$ cat src/rtl/spi_reg_bank.sv
// spi_reg_bank: SPCR/SPBR/SPSR register bank with baud tick generator and interrupt request.
// Define SPI_MODF_EN to enable mode-fault detection on ss_n_i.
module spi_reg_bank #(
    parameter int DATA_W = 8,
    parameter int DIV_W  = 8
) (
    input  logic              clk_i,
    input  logic              rst_ni,
    input  logic              wr_en_i,
    input  logic              rd_en_i,
    input  logic [1:0]        addr_i,
    input  logic [DATA_W-1:0] wdata_i,
    output logic [DATA_W-1:0] rdata_o,
    input  logic              xfer_done_i,
    input  logic              dr_access_i,
    input  logic              ss_n_i,
    output logic              spie_o,
    output logic              spe_o,
    output logic              mstr_o,
    output logic              cpol_o,
    output logic              cpha_o,
    output logic              lsbfe_o,
    output logic              sck_tick_o,
    output logic              spi_irq_o
);
    logic [7:0]        spcr_q, spcr_d, spcr_w, spsr;
    logic [DIV_W-1:0]  spbr_q, spbr_d, cnt_q, cnt_d;
    logic [DATA_W-1:0] rdata_q, rdata_d, rd_val;
    logic              spif_q, spif_d, arm_q, arm_d, modf_q, modf_d, modf_arm_q, modf_arm_d;
    logic              rd, spcr_wr, spbr_wr, spsr_rd, run, tick, dr_clr, modf_clr, modf_set;

    assign rd      = rd_en_i & ~wr_en_i;
    assign spcr_wr = wr_en_i & (addr_i == 2'd0);
    assign spbr_wr = wr_en_i & (addr_i == 2'd1);
    assign spsr_rd = rd & (addr_i == 2'd2);
    assign run     = spcr_q[6] & spcr_q[4];
    assign tick    = run & (cnt_q == spbr_q);
    assign dr_clr  = dr_access_i & arm_q;
    assign modf_clr = modf_arm_q & spcr_wr;
    assign spsr    = {spif_q, 2'b00, modf_q, 4'b0000};

`ifdef SPI_MODF_EN
    assign modf_set = run & ~ss_n_i;
`else
    assign modf_set = ss_n_i & 1'b0;
`endif

    assign rd_val = addr_i == 2'd0 ? DATA_W'(spcr_q) :
                    addr_i == 2'd1 ? DATA_W'(spbr_q) :
                    addr_i == 2'd2 ? DATA_W'(spsr) : '0;

    always_comb begin
        spcr_w     = spcr_wr ? (wdata_i[7:0] & 8'hDD) : spcr_q;
        // a mode fault drops SPE and MSTR even against a coincident CPU write
        spcr_d     = modf_set ? (spcr_w & 8'hAF) : spcr_w;
        spbr_d     = spbr_wr ? wdata_i[DIV_W-1:0] : spbr_q;
        cnt_d      = (!run || spbr_wr || tick) ? '0 : cnt_q + DIV_W'(1);
        spif_d     = xfer_done_i | (spif_q & ~dr_clr);
        arm_d      = spcr_q[6] & ~dr_clr & (arm_q | (spsr_rd & spif_q));
        modf_d     = modf_set | (modf_q & ~modf_clr);
        modf_arm_d = ~modf_clr & (modf_arm_q | (spsr_rd & modf_q));
        rdata_d    = rd ? rd_val : rdata_q;
    end

    always_ff @(posedge clk_i or negedge rst_ni) begin
        if (!rst_ni) begin
            spcr_q     <= 8'h04;
            spbr_q     <= '0;
            cnt_q      <= '0;
            spif_q     <= 1'b0;
            arm_q      <= 1'b0;
            modf_q     <= 1'b0;
            modf_arm_q <= 1'b0;
            rdata_q    <= '0;
        end else begin
            spcr_q     <= spcr_d;
            spbr_q     <= spbr_d;
            cnt_q      <= cnt_d;
            spif_q     <= spif_d;
            arm_q      <= arm_d;
            modf_q     <= modf_d;
            modf_arm_q <= modf_arm_d;
            rdata_q    <= rdata_d;
        end
    end

    assign rdata_o    = rdata_q;
    assign spie_o     = spcr_q[7];
    assign spe_o      = spcr_q[6];
    assign mstr_o     = spcr_q[4];
    assign cpol_o     = spcr_q[3];
    assign cpha_o     = spcr_q[2];
    assign lsbfe_o    = spcr_q[0];
    assign sck_tick_o = tick;
    assign spi_irq_o  = spcr_q[7] & (spif_q | modf_q);
endmodule

$ cat config.mk
export PLATFORM = sky130hd
export DESIGN_NAME = spi_reg_bank
export DESIGN_NICKNAME = d
export VERILOG_FILES = /design/src/rtl/spi_reg_bank.sv
export SDC_FILE = /design/constraint.sdc
export NUM_CORES = 1
export LEC_CHECK = 0
export BUFFER_PORTS_ARGS = -buffer_cell sky130_fd_sc_hd__clkbuf_2
export CORE_ASPECT_RATIO = 0.75
export CORE_MARGIN = 2
export CORE_UTILIZATION = 57
export DETAILED_ROUTE_END_ITERATION = 6
export HOLD_SLACK_MARGIN = 0.02
export PLACE_DENSITY = 0.86
export SLEW_MARGIN = 40
export SYNTH_ARGS = -nofsm -noshare
export SYNTH_HDL_FRONTEND = slang
export SYNTH_SLANG_ARGS = --single-unit
export TNS_END_PERCENT = 100
$ cat constraint.sdc
create_clock -name clk_i -period 3.4 [get_ports clk_i]
set_clock_uncertainty 0.05 [all_clocks]
set_input_delay 0.17 -clock clk_i [delete_from_list [all_inputs] [get_ports clk_i]]
set_output_delay 0.17 -clock clk_i [all_outputs]
set_load 0.02 [all_outputs]
==> results.toml, run 1 <==
[global_routing]
grt_pass1_wl_um = 5460
grt-ovfl-total = 0
antenna_found_initial = 0
grt_pass1_vias = 1136
track_usage_pct = 24.4
grt_max_degree = 35

[place]
place_hpwl_um = 2380
placed_cells = 196
io_buffers = 31
placed_cell_area_um2 = 1760
place_congestion = 0.815

[detailed_routing]
postRouteAntennaNets = 0
routed_via_density = 5.45
dr.pass1.iters = 5
drc = 0
vias = 1122
dr.first_iter.drc_count = 61
avgRoutedWirePerCell_um = 15.7
wirelength_um = 3230

[timing]
rsz0062_at_grt = "false"
relSlewSlack_pct = 50.6
finalHoldViolCount = 0
period_share_pct = 52.0
worstMarginPinSlew_ns = 0.741
finalMaxSlewViolations = 0
fmax_mhz = 566
setup_viol = 0
period_minus_slack_ns = 1.77
fin_tns_setup_ns = 0
hold_ws_ns = 0.0590

[worst_setup_path]
crit_required_ns = 3.18
endpoint = "sck_tick_o"
worstReg2RegStart = "cnt_q[6]"
r2r_end = "cnt_q[4]"
crit_start = "cnt_q[6]"
worstPathMaxFanout = 3
startpoint_type = "flop"
reg2reg_slack_ns = 1.90
cp_cell_sequence = "xnor2_1, nand4_1, nor3_1, clkbuf_2"
crit_slowest_cell = "dfrtp_1"
reg2reg_depth = 4
crit_arrival_ns = 1.55
critPathKind = "flop to primary output"
worst_setup_path_end_kind = "primary output"
crit_path_max_incr_delay_ns = 0.42

[synthesis]
syn-num-nets = 150
yosys.area_share.simple_pct = 14.6
synth-adder-area-share_pct = 0.791
synth.distinct_cells = 32
synth_xor_xnor_area_share_pct = 8.70
synthMuxAreaShare_pct = 13.1
syn_avg_cell_area_um2 = 12.0
yosysSeqAreaShare_pct = 53.9
ys_top_cells_by_count = "33 x dfrtp_1, 14 x mux2_2, 12 x nand2_1, 10 x nor2_1, 9 x xnor2_1"
ys_seq_elements = 34
ys_async_sr_fraction_pct = 100
synth_area_um2 = 1580
synth_flop_cell = "dfrtp_1"
synth_top_family_by_area = "simple AND/OR/NAND/NOR gates"
yosys.area.top_type_share_pct = 52.2
postSynthCellCount = 132
synth_top_cell_by_area = "dfrtp_1"
ys_top_cells_by_area = "dfrtp_1 52%, mux2_2 10%, xnor2_1 5.0%"
synth_most_common_cell = "dfrtp_1"
synth-edff-count = 0
synth_compound_area_share_pct = 7.52
synth_warnings = 0

[clock_tree]
cts_buffers = 5
cts_sinks = 34
root_buffer = "clkbuf_8"
clk_pin_slew_ns = 0.06
clk_latency_ns = 0.29
cts_max_level = 2
cts_tree = "done"
clk_path_buf_depth = 2

[pwr]
power_density_nw_per_um2 = 558
finalPower_mw = 1.06
peakVddDrop_uv = 371
leakagePower_nw = 0.874

[run]
max_cap_viol_count = 0

[finish]
drive_gt1_share_pct = 36.5
final_area_um2 = 1890
regArea_um2 = 852
n_antenna_cell = 0
finalNonFillerCells = 206
n_fill_cell = 203
areaGrowthSynthToFinish_pct = 19.8
fin_nets = 187
multi_input_area_um2 = 708

[floorplanning]
rows = 16
dieArea_um2 = 3220
die_width_um = 64.8
initial_core_util_pct = 60.3
ioPinCount = 33
core_um2 = 2620
die_h_um = 49.6

[hold_path]
hold_class = "input port to flop"
min_from = "wdata_i[1]"

[run_status]
status = "finished, final reports clean"
[logic make-up after synthesis]
group           after synthesis
buf+inv                       4
simple gates                 43
xor+xnor                     14
mux                          19
fa+ha+maj                     1
compound gates               17
flops                        34
[worst max-delay path, delay by kind of cell (launching register included)]
family	cells	cell delay, ns
XOR/XNOR	1	0.19
AND/OR/NAND/NOR	2	0.44
flip-flops	1	0.42
buffers and inverters	1	0.20
[metrics by stage]
| stage | utilization, % | setup WS, ns |
|---|---|---|
| floorplan | - | 1.95 |
| global placement | 67.3 | 1.93 |
| detailed placement | 67.3 | 1.90 |
| CTS | 72.2 | 1.60 |
| global route | 72.2 | 1.50 |
| finish | 72.2 | 1.63 |
[timing repair]
action	in CTS	in global routing
buffers inserted	0	0
endpoints found under the hold margin	34	0
hold buffers	2	0
gates resized for setup	0	0
[cells in the final DEF, fill, tap and decap left out, drive strengths merged, types with 2 or more instances in the layout]
cell / instances
a21oi: 3
a22o: 2
and3: 2
clkbuf: 38
dfrtp: 33
dlygate4sd3: 2
mux2: 14
mux2i: 5
nand2: 12
nand2b: 3
nand3: 5
nor2: 11
nor2b: 2
nor3: 2
nor3b: 2
o21a: 2
o21ai: 7
xnor2: 11
xor2: 3
[report_power, final]
part           internal (mW)  total [mW]  switching, mW
clock network          0.204       0.350          0.145
logic                 0.0917       0.206          0.114
registers              0.455       0.502         0.0467
total                  0.751        1.06          0.306
[sequential cells by signal, summed over array words and instances, names as in the netlist]
name	count
arm_q	1
rdata_o	8
spbr_q	8
modf_arm_q	1
spcr_q	6
cnt_q	8
modf_q	1
spif_q	1
[area by class of cell]
cell class,instances,area share [%]
inverters,1,0.198
multi-input cells,94,37.4
flip-flops and latches,34,45.0
repair buffers,33,9.25
well taps,36,2.38
clock buffers,8,5.81
[layer usage]
metal	track usage, %	vias to the layer above	part of all wire [%]
met5	0	-	0
met2	38.5	27	49
met3	7.08	10	4.8
met4	15.2	0	2.8
li1	-	528	-
met1	29.5	557	43
[worst min-delay path by stage]
stage,endpoint,slack (ns),depth (start not counted)
after global routing,spbr_q[1],0.07,2
after detailed placement,cnt_q[2],0.25,1
after floorplan,arm_q,-0.18,0
final,spbr_q[1],0.06,2
after global placement,cnt_q[2],0.24,1
after CTS,spbr_q[1],0.05,2
Power figures use the tool's default switching activity.
==> inputs of run 2 (changes only) <==
ABC_AREA = 1   (was unset)
CORE_UTILIZATION = 54   (was 57)
PLACE_DENSITY = 0.81   (was 0.86)
clock period = 1.8 ns   (was 3.4 ns; I/O delays follow)
==> results.toml, run 2 <==
[worst_setup_path]
cp_num_buf_inv = 2
worstReg2RegStart = "cnt_q[0]"
crit_required_ns = 1.66
crit_path_max_incr_delay_ns = 0.43
crit_slowest_cell = "dfrtp_1"
worstPathMaxFanout = 4
cpLargestDelayFamily = "simple AND/OR/NAND/NOR gates"
crit_arrival_ns = 1.54
crit_top_cell = "nand2_1"
critPathKind = "flop to primary output"
worst_setup_path_end_kind = "primary output"
reg2reg_depth = 6
startpoint_type = "flop"
cp_cell_sequence = "inv_1, nand2_1, nand2_1, nand3_1, or2_2, nor2_1, clkbuf_2"
r2r_end = "cnt_q[6]"
reg2reg_slack_ns = 0.40

[clock_tree]
clk_pin_slew_ns = 0.07
cts_setup_buffers = 0
cts_buffers = 5
cts_sinks = 34
clk_path_buf_depth = 2
cts_resized = 0
root_buffer = "clkbuf_8"
cts_max_level = 2
clk_latency_ns = 0.28
cts_tree = "done"

[synthesis]
synth-edff-count = 0
ys_seq_elements = 34
synthMuxAreaShare_pct = 0
postSynthCellCount = 200
synth-adder-area-share_pct = 0.737
synth_most_common_cell = "nand2_1"
synth_top_family_by_area = "simple AND/OR/NAND/NOR gates"
syn-num-nets = 218
ys_top_cells_by_count = "42 x nand2_1, 33 x dfrtp_1, 26 x inv_1, 16 x nor2_1, 10 x nand3_1"
ys_top_cells_by_area = "dfrtp_1 49%, nand2_1 9.3%, inv_1 5.8%"
synth_compound_area_share_pct = 11.1
yosys.area.top_type_share_pct = 48.7
synth_area_um2 = 1700
synth_flop_cell = "dfrtp_1"
yosysSeqAreaShare_pct = 50.2
ys_async_sr_fraction_pct = 100
yosys.area_share.simple_pct = 24.8
syn_avg_cell_area_um2 = 8.48
synth_xor_xnor_area_share_pct = 4.13
synth_top_cell_by_area = "dfrtp_1"
synth.distinct_cells = 31
synth_warnings = 0

[floorplanning]
ioPinCount = 33
initial_core_util_pct = 57.0
rows = 17
dieArea_um2 = 3610
core_um2 = 2980
die_width_um = 68.7
die_h_um = 52.5

[pwr]
pwr-share-comb_pct = 21.0
leakagePower_nw = 1.05
pwr-share-clk_pct = 30.4
finalPower_mw = 1.89
swShare_pct = 30.9
p_int_mw = 1.30
p_sw_mw = 0.582
pwr-share-seq_pct = 48.7
peakVddDrop_uv = 518
power_density_nw_per_um2 = 907

[place]
place_hpwl_um = 2630
placed_cells = 266
io_buffers = 31
placed_cell_area_um2 = 1870
pre_cts_slack_ns = 0.429
place_congestion = 0.851

[timing]
setup_slack_ns = 0.118
worstMarginPinSlew_ns = 0.328
fin_tns_setup_ns = 0
fmax_mhz = 595
finalMaxSlewViolations = 0
hold_ws_ns = 0.0186
finalHoldViolCount = 0
rsz0062_at_grt = "false"
relSlewSlack_pct = 78.0
period_share_pct = 93.4
setup_viol = 0
period_minus_slack_ns = 1.68

[finish]
n_antenna_cell = 0
multi_input_area_um2 = 691
regArea_um2 = 852
finalNonFillerCells = 284
fin_nets = 263
final_area_um2 = 2080
final_cell_mix = "42 x nand2_1, 33 x dfrtp_1, 30 x clkbuf_2, 26 x inv_1, 16 x nor2_1"
final_common_cell = "nand2_1"
n_fill_cell = 250
finish.utilization_pct = 69.8
drive_gt1_share_pct = 27.2
areaGrowthSynthToFinish_pct = 22.5

[detailed_routing]
vias = 1403
routed_via_density = 4.94
postRouteAntennaNets = 0
drc = 0
wirelength_um = 3620
dr.first_iter.drc_count = 88
avgRoutedWirePerCell_um = 12.8
dr.pass1.iters = 4

[global_routing]
grt_max_degree = 35
grt_pass1_wl_um = 6010
grt_pass1_vias = 1308
grt-ovfl-total = 0
antenna_found_initial = 0
track_usage_pct = 23.7

[run]
max_cap_viol_count = 0

[hold_path]
whs_endpoint = "spcr_q[0]"
min_path_cells = 3
hold_class = "input port to flop"
min_from = "wdata_i[0]"

[run_status]
status = "finished, final reports clean"
run 2: worst reg2reg max path: cells and delay by family (launching register included):
family                     cells  cell delay, ns
and+or+nand+nor                4            0.47
DFF                            1            0.42
xor gates and xnor gates       1            0.16
adders and majority gates      1            0.21
run 2: layer usage:
| metal | vias to the layer above | track usage (%) | wire length, um |
|---|---|---|---|
| met3 | 5 | 5.81 | 172 |
| met2 | 42 | 34.0 | 1600 |
| met5 | - | 0 | 0 |
| li1 | 716 | - | - |
| met4 | 0 | 9.80 | 53 |
| met1 | 640 | 34.1 | 1800 |
run 2: worst max-delay path by stage:
stage               slack (ns)       from  cells past startpoint    endpoint
floorplan                 0.47  spcr_q[4]                      6  sck_tick_o
global placement          0.45  spbr_q[6]                      7  sck_tick_o
detailed placement        0.43   cnt_q[6]                      7  sck_tick_o
CTS                       0.11   cnt_q[6]                      7  sck_tick_o
global route             0.004  spbr_q[6]                      7  sck_tick_o
finish                    0.12   cnt_q[6]                      7  sck_tick_o
run 2: final cells by class:
type	count	share of cell area, %
sequential	34	41.0
multi-input combinational	130	33.2
timing repair buffer	41	13.1
inverter	33	5.96
clock buffer	7	4.15
tap	38	2.29
clock inverter	1	0.241
run 2: power groups by stage:
stage               sequential (mW)  combinational [mW]  clock, mW
floorplan                     0.971               0.191          0
global route                  0.928               0.444      0.626
finish                        0.918               0.396      0.572
CTS                           0.916               0.387      0.582
detailed placement            0.930               0.370          0
global placement              0.926               0.362          0
run 2: cell families after synthesis:
group,after synthesis
simple gates,90
buf+inv,36
flops,34
compound gates,31
xor+xnor,8
fa+ha+maj,1
run 2: repair_timing:
| action | 4_1_cts | 5_1_grt |
|---|---|---|
| hold buffers | 9 | 0 |
| endpoints found under the setup margin | 0 | 0 |
| endpoints found under the hold margin | 45 | 0 |
==> inputs of run 3 (changes only) <==
ABC_AREA = unset   (was 1)
CORE_UTILIZATION = 53   (was 54)
==> results.toml, run 3 (synthesis results as in run 1) <==
[clock_tree]
clk_path_buf_depth = 2
cts_tree = "done"
root_buffer = "clkbuf_8"
clk_pin_slew_ns = 0.07
clk_latency_ns = 0.28
cts_resized = 0
cts_buffers = 5
cts_max_level = 2
cts_setup_buffers = 0
cts_sinks = 34
hold_buffers = 10

[hold_path]
hold_class = "input port to flop"

[detailed_routing]
postRouteAntennaNets = 0
drc = 0
wirelength_um = 3240
avgRoutedWirePerCell_um = 14.8
dr.pass1.iters = 4
vias = 1167
routed_via_density = 5.35
dr.first_iter.drc_count = 42

[floorplanning]
die_width_um = 67.1
core_um2 = 2890
die_h_um = 51.3
rows = 17
ioPinCount = 33
dieArea_um2 = 3440
initial_core_util_pct = 54.7

[pwr]
pwr-share-comb_pct = 21.1
p_int_mw = 1.36
swShare_pct = 29.6
pwr-share-seq_pct = 49.4
p_sw_mw = 0.571
pwr-share-clk_pct = 29.5
peakVddDrop_uv = 634
power_density_nw_per_um2 = 969
leakagePower_nw = 0.915

[global_routing]
track_usage_pct = 21.6
grt_pass1_vias = 1142
grt_use_met3_pct = 6.61
grt-ovfl-total = 0
grt_pass1_wl_um = 5270
grt_max_degree = 35
grt.busiest_layer = "met2"
antenna_found_initial = 0
grt_util_met1_pct = 26.6
met2_usage_pct = 35.3

[worst_setup_path]
startpoint_type = "flop"
cp_cell_sequence = "xnor2_1, nand4_1, nor3_1, clkbuf_2"
worstPathMaxFanout = 3
crit_slowest_cell = "dfrtp_1"
critPathKind = "flop to primary output"
worst_setup_path_end_kind = "primary output"
cp_num_buf_inv = 1
cpLargestDelayFamily = "simple AND/OR/NAND/NOR gates"
crit_required_ns = 1.66
crit_path_max_incr_delay_ns = 0.43
crit_arrival_ns = 1.55

[timing]
fin_tns_setup_ns = 0
setup_viol = 0
finalHoldViolCount = 0
relSlewSlack_pct = 69.6
worstMarginPinSlew_ns = 0.455
fmax_mhz = 593
period_share_pct = 93.7
rsz0062_at_grt = "false"
finalMaxSlewViolations = 0
period_minus_slack_ns = 1.69
setup_slack_ns = 0.113

[place]
pre_cts_slack_ns = 0.296
io_buffers = 31
place_hpwl_um = 2430
place_congestion = 0.791

[finish]
final_common_cell = "dfrtp_1"
areaGrowthSynthToFinish_pct = 26.0
fin_nets = 197
n_antenna_cell = 0
final_cell_mix = "33 x dfrtp_1, 30 x clkbuf_2, 14 x mux2_2, 12 x nand2_1"
drive_gt1_share_pct = 35.0

[run]
max_cap_viol_count = 0

[run_status]
status = "finished, final reports clean"
==> run 3: changes by cell type in the layout (fill, tap and decap cells not counted), sizes merged, moves of 3 or more <==
cell	change
mux2	+14
o21ai	-12
xnor2	+9
mux2i	+5
nand2b	+3
nand2	-39
nor2	-10
nand3	-6
a21oi	-4
inv	-31
xor2	-3
==> run 3: worst paths after layout <==
path | to | cells past startpoint | slack, ns | from
max | sck_tick_o | 4 | 0.11 | spbr_q[1]
min | spif_q | 3 | 0.05 | dr_access_i
max reg2reg | cnt_q[3] | 4 | 0.28 | spbr_q[1]
min reg2reg | rdata_o[4] | 2 | 0.43 | rdata_o[4]
max in group asynchronous | spcr_q[2] | 3 | 1.08 | rst_ni
min in group asynchronous | rdata_o[2] | 2 | 0.15 | rst_ni
==> run 3: worst register-to-register path: cells and delay by family, from the launching register on <==
family	cells	cell delay [ns]
AOI/OAI and AO/OA	1	0.43
and+or+nand+nor	2	0.29
xor gates and xnor gates	1	0.19
DFF	1	0.43
==> run 3: area by class of cell <==
class | instances | area [um2]
fill | 230 | 900
sequential | 34 | 852
multi-input combinational | 94 | 708
timing repair buffer | 43 | 290
clock buffer | 7 | 86.3
tap | 38 | 47.5
clock inverter | 1 | 5.00
inverter | 1 | 3.75
==> run 3: metal layers <==
layer  up-vias  part of all wire [%]
li1        547                     -
met1       583                    44
met4         0                  0.90
met5         -                     0
met2        32                    50
met3         5                   4.9
==> run 3: metrics by stage <==
step	std cells	instance area (um2)	util (%)	hold slack (ns)	power [mW]
finish	218	1990	68.9	0.0516	1.93
global route	218	1990	68.9	0.0492	2.04
CTS	217	1970	67.9	0.0415	1.94
detailed placement	199	1770	61.3	0.175	1.35
global placement	199	1770	61.3	0.155	1.33
floorplan	132	1580	-	-0.256	1.20
==> run 3: power groups by stage <==
stage,clock network [mW],logic [mW],registers [mW]
floorplan,0,0.199,1.01
global placement,0,0.375,0.956
detailed placement,0,0.386,0.967
CTS,0.579,0.406,0.953
global route,0.631,0.445,0.964
finish,0.569,0.408,0.954
